==> src/rtl/sequential_subtractor_8bit_pkg.sv <==
// Shared constants, FSM encoding and flag helper for the multi-cycle 8-bit subtractor.
package sequential_subtractor_8bit_pkg;

    localparam int WIDTH = 8;
    localparam int SLICE = 4;

    typedef enum logic [1:0] {
        IDLE = 2'd0,
        LOW  = 2'd1,
        HIGH = 2'd2,
        DONE = 2'd3
    } state_t;

    // Overflow on subtraction: operands of opposite sign and the result took the sign of B.
    function automatic logic signedOverflow(input logic aMsb, input logic bMsb, input logic dMsb);
        return (aMsb != bMsb) && (dMsb != aMsb);
    endfunction

endpackage

==> src/rtl/sequential_subtractor_8bit_nibble_subtract_4bit.sv <==
// Combinational 4-bit subtract slice: s = a + ~b + cin, with the carry taken from bit 4.
module nibble_subtract_4bit
    import sequential_subtractor_8bit_pkg::*;
(
    input  logic [SLICE-1:0] a,
    input  logic [SLICE-1:0] b,
    input  logic             cin,
    output logic [SLICE-1:0] s,
    output logic             cout
);

    logic [SLICE:0] sum;

    assign sum       = {1'b0, a} + {1'b0, ~b} + {{SLICE{1'b0}}, cin};
    assign {cout, s} = sum;

endmodule

==> src/rtl/sequential_subtractor_8bit.sv <==
// Two-cycle 8-bit subtractor with borrow: one shared nibble slice, start/ready/done handshake.
module sequential_subtractor_8bit
    import sequential_subtractor_8bit_pkg::*;
(
    input  logic             clk,
    input  logic             rst,
    input  logic             start,
    input  logic [WIDTH-1:0] A,
    input  logic [WIDTH-1:0] B,
    input  logic             Bin,
    output logic             ready,
    output logic             done,
    output logic [WIDTH-1:0] Diff,
    output logic             Bout,
    output logic             Zero,
    output logic             Neg,
    output logic             Ovf
);

    state_t           state;
    logic [WIDTH-1:0] opA;
    logic [WIDTH-1:0] opB;
    logic             opBin;
    logic [SLICE-1:0] lowNibble;
    logic             carryReg;

    logic [SLICE-1:0] sliceA;
    logic [SLICE-1:0] sliceB;
    logic [SLICE-1:0] sliceS;
    logic             sliceCin;
    logic             sliceCout;
    logic [WIDTH-1:0] fullDiff;

    // The slice sees the low nibble with carry ~Bin, except in HIGH where it takes the high nibble and registered carry.
    always_comb begin
        sliceA   = opA[SLICE-1:0];
        sliceB   = opB[SLICE-1:0];
        sliceCin = ~opBin;
        if (state == HIGH) begin
            sliceA   = opA[WIDTH-1:SLICE];
            sliceB   = opB[WIDTH-1:SLICE];
            sliceCin = carryReg;
        end
    end

    nibble_subtract_4bit slice (
        .a    (sliceA),
        .b    (sliceB),
        .cin  (sliceCin),
        .s    (sliceS),
        .cout (sliceCout)
    );

    assign fullDiff = {sliceS, lowNibble};

    // Control FSM; results and flags load together on HIGH->DONE so no partial nibble is ever visible.
    always_ff @(posedge clk) begin
        if (rst) begin
            state     <= IDLE;
            ready     <= 1'b1;
            done      <= 1'b0;
            opA       <= '0;
            opB       <= '0;
            opBin     <= 1'b0;
            lowNibble <= '0;
            carryReg  <= 1'b0;
            Diff      <= '0;
            Bout      <= 1'b0;
            Zero      <= 1'b0;
            Neg       <= 1'b0;
            Ovf       <= 1'b0;
        end else begin
            case (state)
                IDLE: begin
                    if (start) begin
                        opA   <= A;
                        opB   <= B;
                        opBin <= Bin;
                        ready <= 1'b0;
                        state <= LOW;
                    end
                end
                LOW: begin
                    lowNibble <= sliceS;
                    carryReg  <= sliceCout;
                    state     <= HIGH;
                end
                HIGH: begin
                    Diff  <= fullDiff;
                    Bout  <= ~sliceCout;
                    Zero  <= (fullDiff == '0);
                    Neg   <= fullDiff[WIDTH-1];
                    Ovf   <= signedOverflow(opA[WIDTH-1], opB[WIDTH-1], fullDiff[WIDTH-1]);
                    done  <= 1'b1;
                    state <= DONE;
                end
                DONE: begin
                    done  <= 1'b0;
                    ready <= 1'b1;
                    state <= IDLE;
                end
                default: begin
                    done  <= 1'b0;
                    ready <= 1'b1;
                    state <= IDLE;
                end
            endcase
        end
    end

endmodule

==> config.mk <==
export PLATFORM = sky130hd
export DESIGN_NAME = sequential_subtractor_8bit
export DESIGN_NICKNAME = d
export VERILOG_FILES = /design/src/rtl/sequential_subtractor_8bit_pkg.sv /design/src/rtl/sequential_subtractor_8bit_nibble_subtract_4bit.sv /design/src/rtl/sequential_subtractor_8bit.sv
export SDC_FILE = /design/constraint.sdc
export NUM_CORES = 1
export LEC_CHECK = 0
export BUFFER_PORTS_ARGS = -buffer_cell sky130_fd_sc_hd__buf_4
export CELL_PAD_IN_SITES_DETAIL_PLACEMENT = 1
export CELL_PAD_IN_SITES_GLOBAL_PLACEMENT = 1
export CORE_MARGIN = 10
export CORE_UTILIZATION = 38
export CTS_CLUSTER_SIZE = 40
export DETAILED_ROUTE_END_ITERATION = 10
export GPL_TIMING_DRIVEN = 0
export PLACE_DENSITY_LB_ADDON = 0.1
export SLEW_MARGIN = 0
export SYNTH_ARGS = -nofsm -noshare
export SYNTH_HDL_FRONTEND = slang
export SYNTH_SLANG_ARGS = --single-unit
==> constraint.sdc <==
create_clock -name clk -period 7.2 [get_ports clk]
set_input_delay 0.36 -clock clk [delete_from_list [all_inputs] [get_ports clk]]
set_output_delay 0.36 -clock clk [all_outputs]
set_load 0.03 [all_outputs]
==> summary.txt <==
Outcome -> complete, no violations
First-pass GRT wire length -> 6865 um
Seq/Total Area, Yosys -> 44.34%
Number of I/O pins -> 34
Pwr Density -> 379.7 mW/mm^2
Post-synthesis mux area share -> 11.09%
Synth Area in Adders -> 9.139%
Longest Clk Path Bufs -> 2
Hold path cells -> 3
GPL Wtd Cong -> 0.7467
Setup TNS -> 0 ps
Largest net degree at the start of global routing -> 11
Nature of the critical path endpoint -> flop
Die W -> 86.30 um
Max-cap violations -> 0
HP Start -> A[7]
Mapped Nets -> 221
Placeable Area -> 0.004294 mm^2
Chip height -> 86.30 um
Hold Fails Final Rpt -> 0
Reg2reg path depth -> 10
Antenna Nets Post-Route -> 0
Post-synthesis simple-gate area fraction -> 19.18%
Wire length per cell -> 14.61 um
Routed wl met3 -> 229 um
GRT Total Usage -> 11.36%
Hold Slack -> 326.4 ps
Comb power frac -> 45.6%
Most frequent cells in the layout -> 37 x dfxtp_1, 35 x nand2_1, 34 x buf_4, 21 x a21oi_1, 18 x nor2_1
Fill cells -> 535
Sequential cell area -> 740.7 um^2
Multi-input combinational cell area -> 850.8 um^2
Worst skew pair latency -> 280 ps
Post CTS Setup Buffer Count -> 0
Fmax -> 0.3066 GHz
Post-Place Setup Slack -> 3879 ps
Reg2Reg Launch Point -> state[0]
Pin slew with the least headroom to its limit -> 634.8 ps
Syn Inst Count -> 190
Worst EP arrival -> 3460 ps
Final Cycle Share -> 45.29%
Netlist cell types -> 29
Max Used Layer -> met4
Std cell rows -> 24
Hold buffer count at cts -> 0
Area share of the largest cell type after synthesis -> 44.34%
Clk root buf -> clkbuf_8
Final Setup Violations -> 0
Worst Path Max Fanout -> 10
Initial DRC count -> 35
Post-synthesis compound-gate area fraction -> 11.01%
DRC viols -> 0
Antenna violations before repair -> 0
Via count -> 1392
Pleak -> 0.8565 nW
Kind of critical path -> reg -> reg
Switching share of power -> 39.07%
CTS Buf Count -> 5
Reg2reg setup slack -> 3940 ps
Avg Vias per Cell -> 4.936
IO buf count -> 33
Setup Skew -> 3.899 ps
Pwr Total -> 0.0007857 W
Post-CTS Resized -> 0
Routed wl met2 -> 2038 um
Tmin final -> 3261 ps
Nets -> 261
Diode count -> 0
RSZ-0062 raised after global routing -> false
HPWL after detailed placement -> 3279 um
Synth warn -> 0
Initial Util -> 38.90%
Layout cell share with drive strength beyond 1 -> 20.43%
Post-Syn Area -> 0.001670 mm^2
Int Pwr -> 0.0004787 W
Peak VDD IR -> 0.1419 mV
Syn avg cell area -> 8.791 um^2
Clock sink count -> 37
Yosys top cell by area -> dfxtp_1
Vias in the first global route -> 1494
Post-route setup slack -> 3939 ps
Switch Pwr -> 0.0003070 W
Worst hold endpoint -> opA[7]
Final wirelength -> 4120 um
Hold crit path type -> in -> reg
GR Overflow Total -> 0
Detailed Routing Iterations Pass 1 -> 4
Synth area leaders -> dfxtp_1 44%, mux2i_1 8.4%, nand2_1 7.9%
Crit start category -> flop
CTS tree -> built
Yosys reg bits -> 37
Main combinational cell family by area after synthesis -> simple AND/OR/NAND/NOR gates
H-tree depth -> 2
Capturing point of the worst reg2reg path -> Ovf
Die ar. -> 0.007448 mm^2
CTS clk-pin slew, worst paths -> 70 ps
Commonest non-fill, non-tap cell in the layout -> dfxtp_1
Relative slew slack -> 57.68%
Post-Synth XOR/XNOR Area -> 0.5243%
Reg power frac -> 36.1%
Clock power frac -> 18.2%
Slew Viols, Final -> 0
Req. time, crit path -> 7400 ps
M1 WL -> 1772 um
P&R area growth vs syn -> 23.89%
## through the flow
stage	utilization, %	instances	area (um^2)
global route	48.19	282	2069
detailed placement	46.18	275	1983
finish	48.19	282	2069
floorplan	-	190	1670
CTS	48.19	282	2069
global placement	46.18	275	1983
## layer usage
| layer | track usage, % | vias to the layer above |
|---|---|---|
| li1 | - | 709 |
| met1 | 12.00 | 650 |
| met2 | 19.34 | 27 |
| met3 | 4.409 | 6 |
| met4 | 5.596 | 0 |
| met5 | 0 | - |
## cell usage after synthesis, drive strengths merged
| cell type | instances |
|---|---|
| nor2b | 1 |
| and2 | 2 |
| or3b | 1 |
| and3 | 1 |
| dfxtp | 37 |
| o21ai | 3 |
| nor4bb | 1 |
| a211oi | 3 |
| or3 | 1 |
| mux2i | 14 |
| inv | 8 |
| nand4 | 1 |
| mux2 | 4 |
| nand2 | 35 |
| xnor2 | 1 |
| ha | 9 |
| clkbuf | 10 |
| nor2 | 18 |
| nand2b | 4 |
| nor3 | 2 |
| a311oi | 2 |
| nand3 | 4 |
| a21oi | 21 |
| o21bai | 1 |
| buf | 2 |
| a211o | 1 |
| fa | 2 |
| a21o | 1 |
## power by group through the flow
| stage | Sequential, W | Clock (W) | Combinational [W] |
|---|---|---|---|
| final | 0.000284 | 0.000143 | 0.000359 |
| after global routing | 0.000291 | 0.000155 | 0.000405 |
| after CTS | 0.000285 | 0.000148 | 0.000367 |
| after detailed placement | 0.000289 | 0 | 0.000364 |
| after global placement | 0.000285 | 0 | 0.000350 |
| after floorplan | 0.000309 | 0 | 0.000237 |
## how the worst max path moves through the flow
stage | start | end | cells after the start
after detailed placement | state[0] | Zero | 11
final | state[0] | Ovf | 10
after floorplan | state[0] | Ovf | 9
after global placement | state[0] | Ovf | 10
after global routing | state[0] | Zero | 11
after CTS | state[0] | Zero | 11
## worst max-delay path, cell delays in order, from the launching register on
cell and delay [ps]:
dfxtp_1 350, inv_1 140, ha_1 160, clkbuf_1 320
buf_1 510, mux2i_1 190, fa_1 410, and3_4 160
or3_4 390, a211o_1 300, a311oi_1 240
## logic make-up (layout without fill, tap and decap cells)
kind of cell	count (synthesis)	in the layout
AOI/OAI and AO/OA	32	32
and+or+nand+nor	71	71
muxes	18	18
adders and majority gates	11	11
DFF	37	37
buffers and inverters	20	60
xor gates and xnor gates	1	1
## flip-flops by register name (all words and copies together) (netlist names)
signal,flops
Bout,1
Diff,8
Ovf,1
Zero,1
carryReg,1
done,1
lowNibble,4
opA,8
opB,8
opBin,1
ready,1
state,2
## layout make-up
type                       instances  share of cell area [%]
timing repair buffer              33                   11.97
sequential                        37                   35.79
tap                               52                   3.144
clock buffer                       7                   4.172
inverter                           8                   1.451
buffer                            12                   2.358
multi-input combinational        133                   41.11
Note: power is estimated with default switching activity, not from simulation.
